### src/rtl/cpu_pkg.sv
// Shared datapath constants for the multicycle MIPS core: register indices,
// data/address widths and the stack-pointer reset value.
package cpu_pkg;

  localparam int DATA_W = 32;
  localparam int ADDR_W = 5;

  localparam logic [4:0] REG_ZERO = 5'd0;
  localparam logic [4:0] REG_SP   = 5'd29;
  localparam logic [4:0] REG_RA   = 5'd31;

  localparam logic [31:0] SP_RESET_VALUE = 32'd227;

endpackage : cpu_pkg

### src/rtl/reg_bank_read_port.sv
// One combinational read port of the register file: index select, $zero force
// and, when REG_BANK_WRITE_BYPASS_EN is defined, write-through forwarding.
module reg_bank_read_port
  import cpu_pkg::REG_ZERO;
#(
  parameter int DATA_W = cpu_pkg::DATA_W,
  parameter int ADDR_W = cpu_pkg::ADDR_W,
  parameter int NREGS  = 2 ** ADDR_W
) (
  input  logic [NREGS-1:0][DATA_W-1:0] regs_i,
  input  logic [ADDR_W-1:0]            rd_idx_i,
`ifdef REG_BANK_WRITE_BYPASS_EN
  input  logic                         wr_en_i,
  input  logic [ADDR_W-1:0]            wr_idx_i,
  input  logic [DATA_W-1:0]            wr_data_i,
`endif
  output logic [DATA_W-1:0]            rd_data_o
);

  // NOTE: the unconditional first assignment keeps this block purely
  // combinational; without it some paths would leave rd_data_o unassigned
  // and synthesis would infer a latch.
  always_comb begin
    rd_data_o = regs_i[rd_idx_i];
`ifdef REG_BANK_WRITE_BYPASS_EN
    if (wr_en_i && (wr_idx_i != ADDR_W'(REG_ZERO)) && (wr_idx_i == rd_idx_i)) begin
      rd_data_o = wr_data_i;
    end
`endif
    // $zero wins over both storage and forwarding.
    if (rd_idx_i == ADDR_W'(REG_ZERO)) begin
      rd_data_o = '0;
    end
  end

endmodule : reg_bank_read_port

### src/rtl/reg_bank.sv
// 32 x 32 register file with two async read ports and one write port; $zero is
// hardwired and $sp resets to SP_RESET. Optional forwarding: REG_BANK_WRITE_BYPASS_EN.
module reg_bank
  import cpu_pkg::REG_ZERO;
#(
  parameter int               DATA_W   = cpu_pkg::DATA_W,
  parameter int               ADDR_W   = cpu_pkg::ADDR_W,
  parameter int               SP_INDEX = int'(cpu_pkg::REG_SP),
  parameter logic [DATA_W-1:0] SP_RESET = DATA_W'(cpu_pkg::SP_RESET_VALUE)
) (
  input  logic              clk,
  input  logic              reset_n,
  input  logic              reg_write,
  input  logic [ADDR_W-1:0] read_reg1,
  input  logic [ADDR_W-1:0] read_reg2,
  input  logic [ADDR_W-1:0] write_reg,
  input  logic [DATA_W-1:0] write_data,
  output logic [DATA_W-1:0] read_data1,
  output logic [DATA_W-1:0] read_data2
);

  localparam int NREGS = 2 ** ADDR_W;

  logic [NREGS-1:0][DATA_W-1:0] regs_q;
  logic [NREGS-1:0][DATA_W-1:0] regs_d;
  logic                         wr_en;

  assign wr_en = reg_write && (write_reg != ADDR_W'(REG_ZERO));

  always_comb begin
    regs_d = regs_q;
    if (wr_en) begin
      regs_d[write_reg] = write_data;
    end
  end

  // NOTE: sequential state uses non-blocking assignments so every flop samples
  // the pre-edge value, independent of block evaluation order.
  // NOTE: the storage is a flop array rather than a RAM macro because every
  // entry needs an architectural reset value ($sp in particular).
  always_ff @(posedge clk or negedge reset_n) begin
    if (!reset_n) begin
      regs_q           <= '0;
      regs_q[SP_INDEX] <= SP_RESET;
    end else begin
      regs_q <= regs_d;
    end
  end

`ifdef REG_BANK_WRITE_BYPASS_EN
  // Forwarding is masked during reset so the ports show the reset contents.
  logic byp_en;
  assign byp_en = reg_write && reset_n;
`endif

  reg_bank_read_port #(
    .DATA_W (DATA_W),
    .ADDR_W (ADDR_W),
    .NREGS  (NREGS)
  ) u_port1 (
    .regs_i    (regs_q),
    .rd_idx_i  (read_reg1),
`ifdef REG_BANK_WRITE_BYPASS_EN
    .wr_en_i   (byp_en),
    .wr_idx_i  (write_reg),
    .wr_data_i (write_data),
`endif
    .rd_data_o (read_data1)
  );

  reg_bank_read_port #(
    .DATA_W (DATA_W),
    .ADDR_W (ADDR_W),
    .NREGS  (NREGS)
  ) u_port2 (
    .regs_i    (regs_q),
    .rd_idx_i  (read_reg2),
`ifdef REG_BANK_WRITE_BYPASS_EN
    .wr_en_i   (byp_en),
    .wr_idx_i  (write_reg),
    .wr_data_i (write_data),
`endif
    .rd_data_o (read_data2)
  );

endmodule : reg_bank

### config.mk
export PLATFORM = sky130hd
export DESIGN_NAME = reg_bank
export DESIGN_NICKNAME = d
export VERILOG_FILES = /design/src/rtl/cpu_pkg.sv /design/src/rtl/reg_bank_read_port.sv /design/src/rtl/reg_bank.sv
export SDC_FILE = /design/constraint.sdc
export NUM_CORES = 2
export LEC_CHECK = 0
export BUFFER_PORTS_ARGS = -buffer_cell sky130_fd_sc_hd__buf_2
export CAP_MARGIN = 10
export CORE_ASPECT_RATIO = 1.4
export CORE_MARGIN = 1.5
export CORE_UTILIZATION = 64
export CTS_CLUSTER_SIZE = 8
export DETAILED_ROUTE_END_ITERATION = 10
export GPL_ROUTABILITY_DRIVEN = 1
export PLACE_DENSITY = 0.8
export RECOVER_POWER = 100
export SLEW_MARGIN = 10
export SYNTH_ARGS = -nofsm -noshare
export SYNTH_HDL_FRONTEND = slang
export SYNTH_SLANG_ARGS = --single-unit
### constraint.sdc
create_clock -name clk -period 2.6 [get_ports clk]
set_input_delay 0.52 -clock clk [delete_from_list [all_inputs] [get_ports clk]]
set_output_delay 0.52 -clock clk [all_outputs]
set_load 0.1 [all_outputs]
==> impl_metrics.yaml <==
floorplanning:
  coreArea_um2: 84190
  die_h_um: 347.7
  dieArea_um2: 86670
  rows: 126
  die_w_um: 249.2
  start_util_pct: 64.53
  io_pins: 114
cts:
  numCtsBuffers: 145
  clk_path_buf_depth: 3
  clockRootBuffer: "clkbuf_16"
  clock_sinks: 1024
  clkLatencyLatePin_ns: 0.74
  path_clk_slew_ns: 0.05
  cts_tree: "built"
  htree_levels: 4
sta:
  tightest_slew_ns: 2.052
  rsz0062_at_grt: "true"
  slew_viol_final: 138
  setup_viol: 70
  finClkSkew_ns: 0
  max_freq_ghz: 0.3322
  hold_violations: 0
  setup_slack_ns: -0.4107
  holdWs_ns: 0.3936
  slew_headroom_pct: -36.83
  fin_crit_ns: 3.011
  final.period_utilization_pct: 115.8
hold_path:
  hold_class: "input port to register"
yosys:
  yosys_warnings: 0
  synth_top_area_share_pct: 46.94
  synthesis.nets: 3628
  synth-async-reset-ratio_pct: 100.0
  yosysSeqAreaShare_pct: 47.18
  syn_area_per_cell_um2: 15.18
  synth_area_um2: 54330
  yosysMostFrequentCell: "mux2_2"
  synth-seq-cells: 1024
  synth-edff-count: 0
  syn-instance-count: 3578
  synth_common_cells: "1,024 x mux2_2, 1,019 x dfrtp_1, 448 x mux4_2"
  synth.area.top_cells: "dfrtp_1 47%, mux2_2 21%, mux4_2 19%"
  synthFlopType: "dfrtp_1"
  synth_top_area_cell: "dfrtp_1"
  synth_cell_types: 36
layout:
  fin_util_pct: 79.75
  regMostFlops: "regs_q"
  fillers: 4241
  final_nets: 3987
  largestRegisters: "regs_q (1024)"
  drive_gt1_share_pct: 62.54
  largest_reg_flops: 1024
  syn_to_final_growth_pct: 23.58
critical_path:
  crit_family: "multiplexers"
  critPathMaxFanout: 3
  crit_path_start: "regs_q[118]"
  ff2ff_setup_slack_ns: 1.53
  cp.buffers_inverters: 2
  slowest_delay_ns: 0.47
  reg2reg_to: "regs_q[294]"
  arrival_ns: 2.49
  critPathCapture: "read_data1[22]"
  path_cells: "mux4_2 -> nor2b_1 -> a211oi_2 -> buf_4 -> a311oi_4 -> buf_12"
  reg2reg_from: "regs_q[294]"
  critical_path_class: "register to primary output"
  critPathCaptureType: "primary output"
  cp-start-kind: "register"
  slowest_stage: "mux4_2"
  cp.depth: 6
  reg2regPathDepth: 3
  worstPathRequired_ns: 2.08
routing:
  drtIter0Drc: 4536
  post-route-drc-count: 0
  vias_per_cell: 7.755
  post_drt_wl_per_cell_um: 37.81
  vias: 39410
  wirelength_mm: 192.1
  first_pass_iters: 6
  final_antenna_net_count: 0
power_and_ir_drop:
  p_leak_nw: 29.06
  ir_worst_vdd_v: 0.0007399
  p_per_area_nw_per_um2: 779.2
status:
  violations: "capacitance limit, slew limit, setup timing"
  status: "complete, but fails checks"
grt:
  antenna_found_initial: 10
  overflow: 0
  grt_first_pass_wirelength_mm: 282.6
  grt_max_degree: 134
  grt_use_total_pct: 45.04
  grt_pass1_vias: 42870
run:
  maxCapViolations: 6
place:
  post-dp-hpwl_mm: 113.8
  gp_congestion: 0.9412
  port_buffers: 113
## cells in the final DEF, fill, tap and decap left out, drive strengths merged
master | netlist | final
a211oi | 32 | 32
a221o | 32 | 32
a221oi | 49 | 49
a22oi | 64 | 64
a311oi | 32 | 32
a31oi | 32 | 32
and2 | 2 | 2
and3 | 1 | 1
and3b | 2 | 2
buf | 206 | 548
bufbuf | 0 | 7
clkbuf | 217 | 266
clkinv | 0 | 4
dfrtp | 1019 | 1019
dfstp | 5 | 5
diode | 0 | 5
dlygate4sd3 | 0 | 1
inv | 2 | 9
mux2 | 1024 | 1024
mux2i | 192 | 192
mux4 | 448 | 448
nand2 | 46 | 46
nand2b | 1 | 1
nand3 | 2 | 2
nand3b | 4 | 4
nor2 | 24 | 24
nor2b | 37 | 37
nor3 | 1 | 1
nor3b | 4 | 4
o2111ai | 15 | 15
o21ai | 81 | 81
or2 | 2 | 2
or3b | 1 | 1
or4 | 1 | 1
## per-stage QoR
step | cells | setup TNS [ns] | total power [W] | worst slack [ns] | cell area [µm²]
final | 5081 | -20.84 | 0.05231 | -0.4107 | 67140
after CTS | 5065 | -20.41 | 0.05176 | -0.4213 | 67500
after floorplan | 3578 | -16.95 | 0.02954 | -0.3535 | 56080
after global placement | 4806 | -22.78 | 0.03291 | -0.5173 | 61830
after detailed placement | 4806 | -23.75 | 0.03382 | -0.5398 | 61830
after global routing | 5078 | -39.59 | 0.05376 | -0.4357 | 67130
## layout make-up
type / count / area, µm² / area share [%]
Timing Repair Buffer: 635 / 7132 / 10.62
Clock inverter: 11 / 137.6 / 0.2050
Multi-Input combinational cell: 2129 / 28980 / 43.17
Clock buffer: 187 / 3871 / 5.766
Inverter: 2 / 12.51 / 0.01864
Tap cell: 1088 / 1361 / 2.028
Antenna cell: 5 / 12.51 / 0.01864
Sequential cell: 1024 / 25630 / 38.18
## cell families (layout without fill, tap and decap cells)
kind of cell | after synthesis | count (layout) | share of synthesized area [%]
and+or+nand+nor | 128 | 128 | 1.179
buffers and inverters | 425 | 835 | 3.729
AOI/OAI and AO/OA | 337 | 337 | 4.579
muxes | 1664 | 1664 | 43.33
other | 0 | 5 | 0
DFF | 1024 | 1024 | 47.18
## report_power, final
| group | switching [W] | total, W | internal [W] |
|---|---|---|---|
| clock network | 0.00699 | 0.0173 | 0.0103 |
| registers | 0.00262 | 0.0216 | 0.0190 |
| logic | 0.00607 | 0.0134 | 0.00733 |
| total | 0.0157 | 0.0523 | 0.0366 |
## layer usage
layer,GRT usage [%],vias up,share of wire [%]
li1,-,14660,-
met1,53.37,20430,33
met2,68.61,3146,46
met3,13.83,1159,12
met4,36.04,6,9.5
met5,0,-,0.019
## what timing repair did
action / in CTS / in global routing
buffers inserted: 64 / 16
endpoints found under the setup margin: 64 / 64
cloned: 13 / 1
gates resized for setup: 210 / 56
pin swaps: 70 / 36
hold buffers: 1 / 0
hold endpoints to repair: 27 / 0
## worst min path at each step
stage	startpoint	end	slack, ns	depth (start not counted)
after floorplan	reset_n	regs_q[0]	0.22	0
after global placement	regs_q[23]	regs_q[23]	0.38	0
after detailed placement	regs_q[18]	regs_q[18]	0.38	0
after CTS	reset_n	regs_q[13]	0.30	2
after global routing	write_data[0]	regs_q[928]	0.40	2
final	write_data[0]	regs_q[928]	0.39	2
Note: power is estimated with default switching activity, not from simulation.
